<file path="src/rtl/mux_pkg.sv">
// Shared definitions for the stream_mux slice: selection-mode encoding and
// the wrap-around increment used by the round-robin pointer.
package mux_pkg;

    localparam logic MODE_FIXED = 1'b0;
    localparam logic MODE_RR    = 1'b1;

    // Explicit wrap so non-power-of-2 channel counts never rely on overflow.
    function automatic int unsigned mod_inc(input int unsigned value, input int unsigned modulus);
        if (value >= modulus - 1) begin
            return 0;
        end
        return value + 1;
    endfunction

endpackage

</file>
<file path="src/rtl/stream_mux_if.sv">
// Bundle of the producer-side channels, mode/select controls and the
// consumer-side output stage of stream_mux.
interface stream_mux_if #(
    parameter int NUM_IN    = 4,
    parameter int BUS_WIDTH = 32,
    localparam int SEL_W    = $clog2(NUM_IN)
);

    logic [NUM_IN*BUS_WIDTH-1:0] in_data;
    logic [NUM_IN-1:0]           in_valid;
    logic [NUM_IN-1:0]           in_ready;
    logic                        rr_en;
    logic [SEL_W-1:0]            sel;
    logic [BUS_WIDTH-1:0]        out_data;
    logic [SEL_W-1:0]            out_chan;
    logic                        out_valid;
    logic                        out_ready;
    logic                        bad_sel;

    modport master (
        output in_data, in_valid, rr_en, sel, out_ready,
        input  in_ready, out_data, out_chan, out_valid, bad_sel
    );

    modport slave (
        input  in_data, in_valid, rr_en, sel, out_ready,
        output in_ready, out_data, out_chan, out_valid, bad_sel
    );

endinterface

</file>
<file path="src/rtl/rr_arbiter.sv">
// Round-robin arbiter: grants the first requester at or after the pointer
// and moves the pointer just past the winner when told a transfer happened.
module rr_arbiter
    import mux_pkg::*;
#(
    parameter int NUM_IN = 4,
    localparam int SEL_W = $clog2(NUM_IN)
) (
    input  logic              clk,
    input  logic              rst_n,
    input  logic [NUM_IN-1:0] req,
    input  logic              advance,
    output logic [NUM_IN-1:0] grant,
    output logic [SEL_W-1:0]  grant_idx,
    output logic              has_req,
    output logic [SEL_W-1:0]  ptr
);

    logic [SEL_W-1:0] ptr_q;
    logic [SEL_W-1:0] ptr_d;

    always_comb begin
        int unsigned idx;
        grant     = '0;
        grant_idx = '0;
        has_req   = 1'b0;
        idx       = 0;
        for (int off = 0; off < NUM_IN; off++) begin
            idx = int'(ptr_q) + off;
            if (idx >= NUM_IN) begin
                idx = idx - NUM_IN;
            end
            if (!has_req && req[idx]) begin
                has_req    = 1'b1;
                grant[idx] = 1'b1;
                grant_idx  = SEL_W'(idx);
            end
        end
    end

    always_comb begin
        ptr_d = ptr_q;
        if (advance) begin
            ptr_d = SEL_W'(mod_inc(int'(grant_idx), NUM_IN));
        end
    end

    always_ff @(posedge clk or negedge rst_n) begin
        if (!rst_n) begin
            ptr_q <= '0;
        end else begin
            ptr_q <= ptr_d;
        end
    end

    assign ptr = ptr_q;

endmodule

</file>
<file path="src/rtl/stream_mux.sv">
// Registered N-to-1 stream selector with fixed-select and round-robin modes
// feeding a one-entry output register.
module stream_mux
    import mux_pkg::*;
#(
    parameter int NUM_IN    = 4,
    parameter int BUS_WIDTH = 32,
    localparam int SEL_W    = $clog2(NUM_IN)
) (
    input  logic        clk,
    input  logic        rst_n,
    stream_mux_if.slave bus
);

    logic [NUM_IN-1:0]    arb_grant;
    logic [SEL_W-1:0]     arb_idx;
    logic                 arb_has_req;
    logic [SEL_W-1:0]     rr_ptr;
    logic                 rr_mode;
    logic                 load;
    logic                 transfer;
    logic [NUM_IN-1:0]    fixed_onehot;
    logic [NUM_IN-1:0]    cand_onehot;
    logic                 cand_valid;
    logic [SEL_W-1:0]     cand_chan;
    logic [BUS_WIDTH-1:0] cand_data;

    logic [BUS_WIDTH-1:0] out_data_q,  out_data_d;
    logic [SEL_W-1:0]     out_chan_q,  out_chan_d;
    logic                 out_valid_q, out_valid_d;
    logic                 bad_sel_q,   bad_sel_d;

    assign rr_mode  = (bus.rr_en == MODE_RR);
    assign load     = !out_valid_q || bus.out_ready;
    assign transfer = load && cand_valid;

    rr_arbiter #(
        .NUM_IN (NUM_IN)
    ) u_arb (
        .clk       (clk),
        .rst_n     (rst_n),
        .req       (bus.in_valid),
        .advance   (transfer && rr_mode),
        .grant     (arb_grant),
        .grant_idx (arb_idx),
        .has_req   (arb_has_req),
        .ptr       (rr_ptr)
    );

    // An out-of-range sel decodes to an all-zero one-hot, so it accepts nothing.
    always_comb begin
        fixed_onehot = '0;
        for (int i = 0; i < NUM_IN; i++) begin
            fixed_onehot[i] = (int'(bus.sel) == i);
        end
    end

    always_comb begin
        cand_onehot = rr_mode ? arb_grant : (fixed_onehot & bus.in_valid);
        cand_valid  = rr_mode ? arb_has_req : (|(fixed_onehot & bus.in_valid));
        cand_chan   = rr_mode ? arb_idx : bus.sel;
        cand_data   = '0;
        for (int i = 0; i < NUM_IN; i++) begin
            if (cand_onehot[i]) begin
                cand_data = bus.in_data[i*BUS_WIDTH +: BUS_WIDTH];
            end
        end
    end

    assign bus.in_ready = load ? cand_onehot : '0;

    always_comb begin
        out_data_d  = out_data_q;
        out_chan_d  = out_chan_q;
        out_valid_d = out_valid_q;
        bad_sel_d   = !rr_mode && (int'(bus.sel) >= NUM_IN);
        if (load) begin
            out_valid_d = cand_valid;
            if (cand_valid) begin
                out_data_d = cand_data;
                out_chan_d = cand_chan;
            end
        end
    end

    always_ff @(posedge clk or negedge rst_n) begin
        if (!rst_n) begin
            out_data_q  <= '0;
            out_chan_q  <= '0;
            out_valid_q <= 1'b0;
            bad_sel_q   <= 1'b0;
        end else begin
            out_data_q  <= out_data_d;
            out_chan_q  <= out_chan_d;
            out_valid_q <= out_valid_d;
            bad_sel_q   <= bad_sel_d;
        end
    end

    assign bus.out_data  = out_data_q;
    assign bus.out_chan  = out_chan_q;
    assign bus.out_valid = out_valid_q;
    assign bus.bad_sel   = bad_sel_q;

endmodule

</file>
<file path="src/flat_wrapper.sv">
// flat-port wrapper written by rule: the top's interface ports become plain ports
module stream_mux_flat import mux_pkg::*;
#(
    parameter int NUM_IN    = 4,
    parameter int BUS_WIDTH = 32,
    localparam int SEL_W    = $clog2(NUM_IN)
)
  (clk, rst_n, bus_in_data, bus_in_valid, bus_rr_en, bus_sel, bus_out_ready, bus_in_ready, bus_out_data, bus_out_chan, bus_out_valid, bus_bad_sel);
  stream_mux_if #(.NUM_IN(NUM_IN), .BUS_WIDTH(BUS_WIDTH)) bus_i ();
  input  logic clk;
  input  logic rst_n;
  input wire logic [$bits(bus_i.in_data)-1:0] bus_in_data;
  input wire logic [$bits(bus_i.in_valid)-1:0] bus_in_valid;
  input wire logic [$bits(bus_i.rr_en)-1:0] bus_rr_en;
  input wire logic [$bits(bus_i.sel)-1:0] bus_sel;
  input wire logic [$bits(bus_i.out_ready)-1:0] bus_out_ready;
  output wire logic [$bits(bus_i.in_ready)-1:0] bus_in_ready;
  output wire logic [$bits(bus_i.out_data)-1:0] bus_out_data;
  output wire logic [$bits(bus_i.out_chan)-1:0] bus_out_chan;
  output wire logic [$bits(bus_i.out_valid)-1:0] bus_out_valid;
  output wire logic [$bits(bus_i.bad_sel)-1:0] bus_bad_sel;
  assign bus_i.in_data = bus_in_data;
  assign bus_i.in_valid = bus_in_valid;
  assign bus_i.rr_en = bus_rr_en;
  assign bus_i.sel = bus_sel;
  assign bus_i.out_ready = bus_out_ready;
  assign bus_in_ready = bus_i.in_ready;
  assign bus_out_data = bus_i.out_data;
  assign bus_out_chan = bus_i.out_chan;
  assign bus_out_valid = bus_i.out_valid;
  assign bus_bad_sel = bus_i.bad_sel;
  stream_mux #(.NUM_IN(NUM_IN), .BUS_WIDTH(BUS_WIDTH)) u_core (.clk(clk), .rst_n(rst_n), .bus(bus_i));
endmodule
</file>
<file path="config.mk">
export PLATFORM = sky130hd
export DESIGN_NAME = stream_mux_flat
export DESIGN_NICKNAME = d
export VERILOG_FILES = /design/src/rtl/mux_pkg.sv /design/src/rtl/stream_mux_if.sv /design/src/rtl/rr_arbiter.sv /design/src/rtl/stream_mux.sv /design/src/flat_wrapper.sv
export SDC_FILE = /design/constraint.sdc
export NUM_CORES = 1
export LEC_CHECK = 0
export BUFFER_PORTS_ARGS = -buffer_cell sky130_fd_sc_hd__buf_2
export CORE_UTILIZATION = 35
export CTS_CLUSTER_DIAMETER = 50
export DETAILED_ROUTE_END_ITERATION = 10
export GPL_ROUTABILITY_DRIVEN = 0
export SLEW_MARGIN = 20
export SYNTH_ARGS = -nofsm -noshare
export SYNTH_HDL_FRONTEND = slang
export SYNTH_SLANG_ARGS = --single-unit
</file>
<file path="constraint.sdc">
create_clock -name clk -period 4.7 [get_ports clk]
set_clock_uncertainty 0.2 [all_clocks]
set_input_delay 0 -clock clk [delete_from_list [all_inputs] [get_ports clk]]
set_output_delay 0 -clock clk [all_outputs]
set_load 0.05 [all_outputs]
</file>
==> results.toml <==
[outcome]
outcome = "finished, final reports clean"

[logic_synthesis]
synth_area_um2 = 3330
synth-edff-count = 0
synth_cell_types = 52
synth-async-reset-ratio_pct = 100
yosysSeqAreaShare_pct = 27.8
syn_area_per_cell_um2 = 8.99
ys.flop_type = "dfrtp_1"
syn_inst = 370
ys_warn_count = 0
syn_nets = 515
ys_ff_latch = 37

[sta]
rsz0062_at_grt = "no"
tightest_slew_ns = 0.911
fin_crit_sh_pct = 93.3
holdWs_ns = 0.173
setup_viol = 0
period_needed_ns = 4.39
fmax_ghz = 0.228
final_max_slew_viol_count = 0
hold_viol = 0
fin_tns_setup_ns = 0
slew_headroom_pct = 39.3

[clocking]
cts_tree = "built"
htree_levels = 2
cts_root_buffer = "clkbuf_8"
cts_made_buffers = 5
path_clk_slew_ns = 0.08
cts_buffer_depth = 2
postCtsSetupRepairBufs = 0
clk_latency_ns = 0.28
clock-sinks = 37

[worst_setup_path]
r2r_cells = 9
worstPathRequired_ns = 4.73
setup.worst_path.class = "reg -> reg"
reg2reg_to = "u_core.bus.out_data[24]$_DFFE_PN0P_"
start_kind = "flip-flop"
cp_max_fo = 17
critPathArrivalTime_ns = 4.42
ff2ff_setup_slack_ns = 0.31
endpoint_kind = "flip-flop"

[detailed_routing]
drt_iter0_drc = 188
via_count = 3953
dr.pass1.iters = 4
finalWirelength_mm = 12.1
routedWlPerCell_um = 16.9
drt-vias-per-instance = 5.54
remaining_drc_errors = 0
drtAntennaViolNets = 0

[floorplanning]
die_y_um = 99.5
start_util_pct = 36.0
core.rowCount = 35
die_area_um2 = 9900
die_x_um = 99.5
fp.coreArea_um2 = 9240
io_pins = 178

[place]
hpwl_mm = 8.10
port_buffers = 176

[global_routing]
grt_max_degree = 47
antenna_found_initial = 0
gr-usage-all-layers_pct = 23.8
grt_pass1_vias = 3952
overflow = 0
grt_pass1_wl_mm = 18.8

[layout]
drive_gt1_share_pct = 37.6
nFillCells = 873
finalNetCount = 729
diodes = 0
syn_to_final_growth_pct = 48.9

[run]
max_cap_violations = 0

[power_and_ir_drop]
peakVddDrop_mv = 0.192
p_leak_nw = 2.24
p_per_area_nw_per_um2 = 552

[worst_hold_path]
hold_class = "in -> async"
registers in the layout, summed over array words and instances (netlist names), named ones only:
register,cells
u_core.bus.out_chan,2
u_core.u_arb.ptr,1
u_core.bus.out_data,32
u_core.bus.out_valid,1
worst max-delay path by stage:
stage | slack, ns | depth (start not counted) | end | from
floorplan | 1.17 | 11 | bus_in_ready[2] | flip-flop
global placement | 0.82 | 8 | u_core.bus.out_data[5]$_DFFE_PN0P_ | flip-flop
detailed placement | 0.66 | 8 | u_core.bus.out_data[22]$_DFFE_PN0P_ | flip-flop
CTS | 0.12 | 9 | u_core.bus.out_data[22]$_DFFE_PN0P_ | flip-flop
global route | 0.09 | 9 | u_core.bus.out_data[24]$_DFFE_PN0P_ | flip-flop
finish | 0.31 | 9 | u_core.bus.out_data[24]$_DFFE_PN0P_ | flip-flop
cells in the mapped netlist, types with 2 or more instances:
library cell,instances,share of area [%]
nand2_1,38,4.3
dfrtp_1,37,28
a31oi_1,36,6.8
a22oi_1,32,7.2
a311oi_1,32,8.4
o31ai_1,32,7.2
nor2b_1,27,5.1
clkbuf_1,16,1.8
buf_2,10,1.5
buf_6,10,3.4
inv_1,9,1.0
nor2_1,8,0.90
ha_1,7,2.6
and2b_2,6,1.6
buf_4,5,1.1
mux4_2,4,2.7
nand3b_1,4,0.90
o21ai_0,4,0.60
o21ai_1,4,0.60
a21oi_1,3,0.45
clkbuf_8,3,1.2
mux2_2,3,1.0
mux2i_1,3,0.90
or2b_1,3,0.68
a211oi_1,2,0.45
nand2b_1,2,0.38
nor2b_2,2,0.53
nor3b_1,2,0.45
o311a_1,2,0.60
or3_1,2,0.38
cell usage in the layout, fill, tap and decap left out, types with 2 or more instances in the layout:
master / count
clkbuf_8: 6
dlygate4sd3_1: 68
o21ai_2: 3
nand2_1: 38
mux4_2: 4
buf_4: 8
nand2b_1: 2
o31ai_1: 32
mux2_2: 3
dfrtp_1: 36
nor2_1: 8
a22oi_1: 32
nor2b_2: 2
and2b_2: 6
or3_1: 2
a31oi_4: 2
buf_2: 176
nor2b_1: 27
nor3b_1: 2
a211oi_1: 2
o311a_1: 2
o21ai_0: 4
a21oi_1: 3
o21ai_1: 2
a31oi_1: 35
inv_1: 9
mux2i_1: 3
a311oi_1: 32
or2b_1: 3
nand3b_1: 4
ha_1: 7
area by class of cell:
class                   count  area, um^2  share of cell area (%)
clock buffers               7        86.3                    1.74
clock inverters             1        30.0                   0.607
inverters                   9        33.8                   0.682
multi-input cells         278        2070                    41.8
flip-flops and latches     37         927                    18.7
well taps                 129         161                    3.26
repair buffers            253        1640                    33.2
stage by stage:
step | cells | utilization, % | cell area [um^2] | power (mW) | setup slack (ns)
floorplan | 370 | - | 3330 | 1.87 | 1.17
global placement | 638 | 44.9 | 4150 | 2.20 | 0.824
detailed placement | 638 | 44.9 | 4150 | 2.23 | 0.661
CTS | 714 | 53.6 | 4950 | 2.73 | 0.123
global route | 714 | 53.6 | 4950 | 2.90 | 0.0856
finish | 714 | 53.6 | 4950 | 2.73 | 0.315
per-layer routing:
layer	track usage (%)	vias to the layer above	part of all wire, %
li1	-	1865	-
met1	30.3	1858	42
met2	40.7	199	48
met3	3.37	31	7.0
met4	8.94	0	2.6
met5	0	-	0
what timing repair did:
action / CTS / global route
resized for setup: 0 / 1
hold buffers: 68 / 0
hold endpoints to repair: 72 / 0
setup endpoints to repair: 0 / 30
where the power goes:
part / total, mW / leakage (nW) / switching [mW] / internal [mW]
sequential: 0.570 / 0.443 / 0.107 / 0.463
combinational: 1.87 / 1.74 / 1.17 / 0.696
clock: 0.292 / 0.0585 / 0.119 / 0.173
total: 2.73 / 2.24 / 1.40 / 1.33
worst max-delay path, stage by stage (launching register included):
cell and delay (ns):
dfrtp_2 0.55, inv_1 0.18, ha_1 0.50, mux4_2 0.67, o311a_1 0.41, a31oi_4 0.47
buf_4 0.33, a311oi_1 0.14, o31ai_1 0.29, dlygate4sd3_1 0.58
kinds of logic (layout without fill, tap and decap cells):
family / Yosys count / after routing / synth area share, %
fa+ha+maj: 7 / 7 / 2.63
xor+xnor: 1 / 1 / 0.263
compound gates: 159 / 159 / 37.3
simple gates: 100 / 100 / 16.6
flops: 37 / 37 / 27.8
other cells: 1 / 1 / 0.113
buf+inv: 55 / 270 / 10.6
mux: 10 / 10 / 4.63
Power figures use the tool's default switching activity.
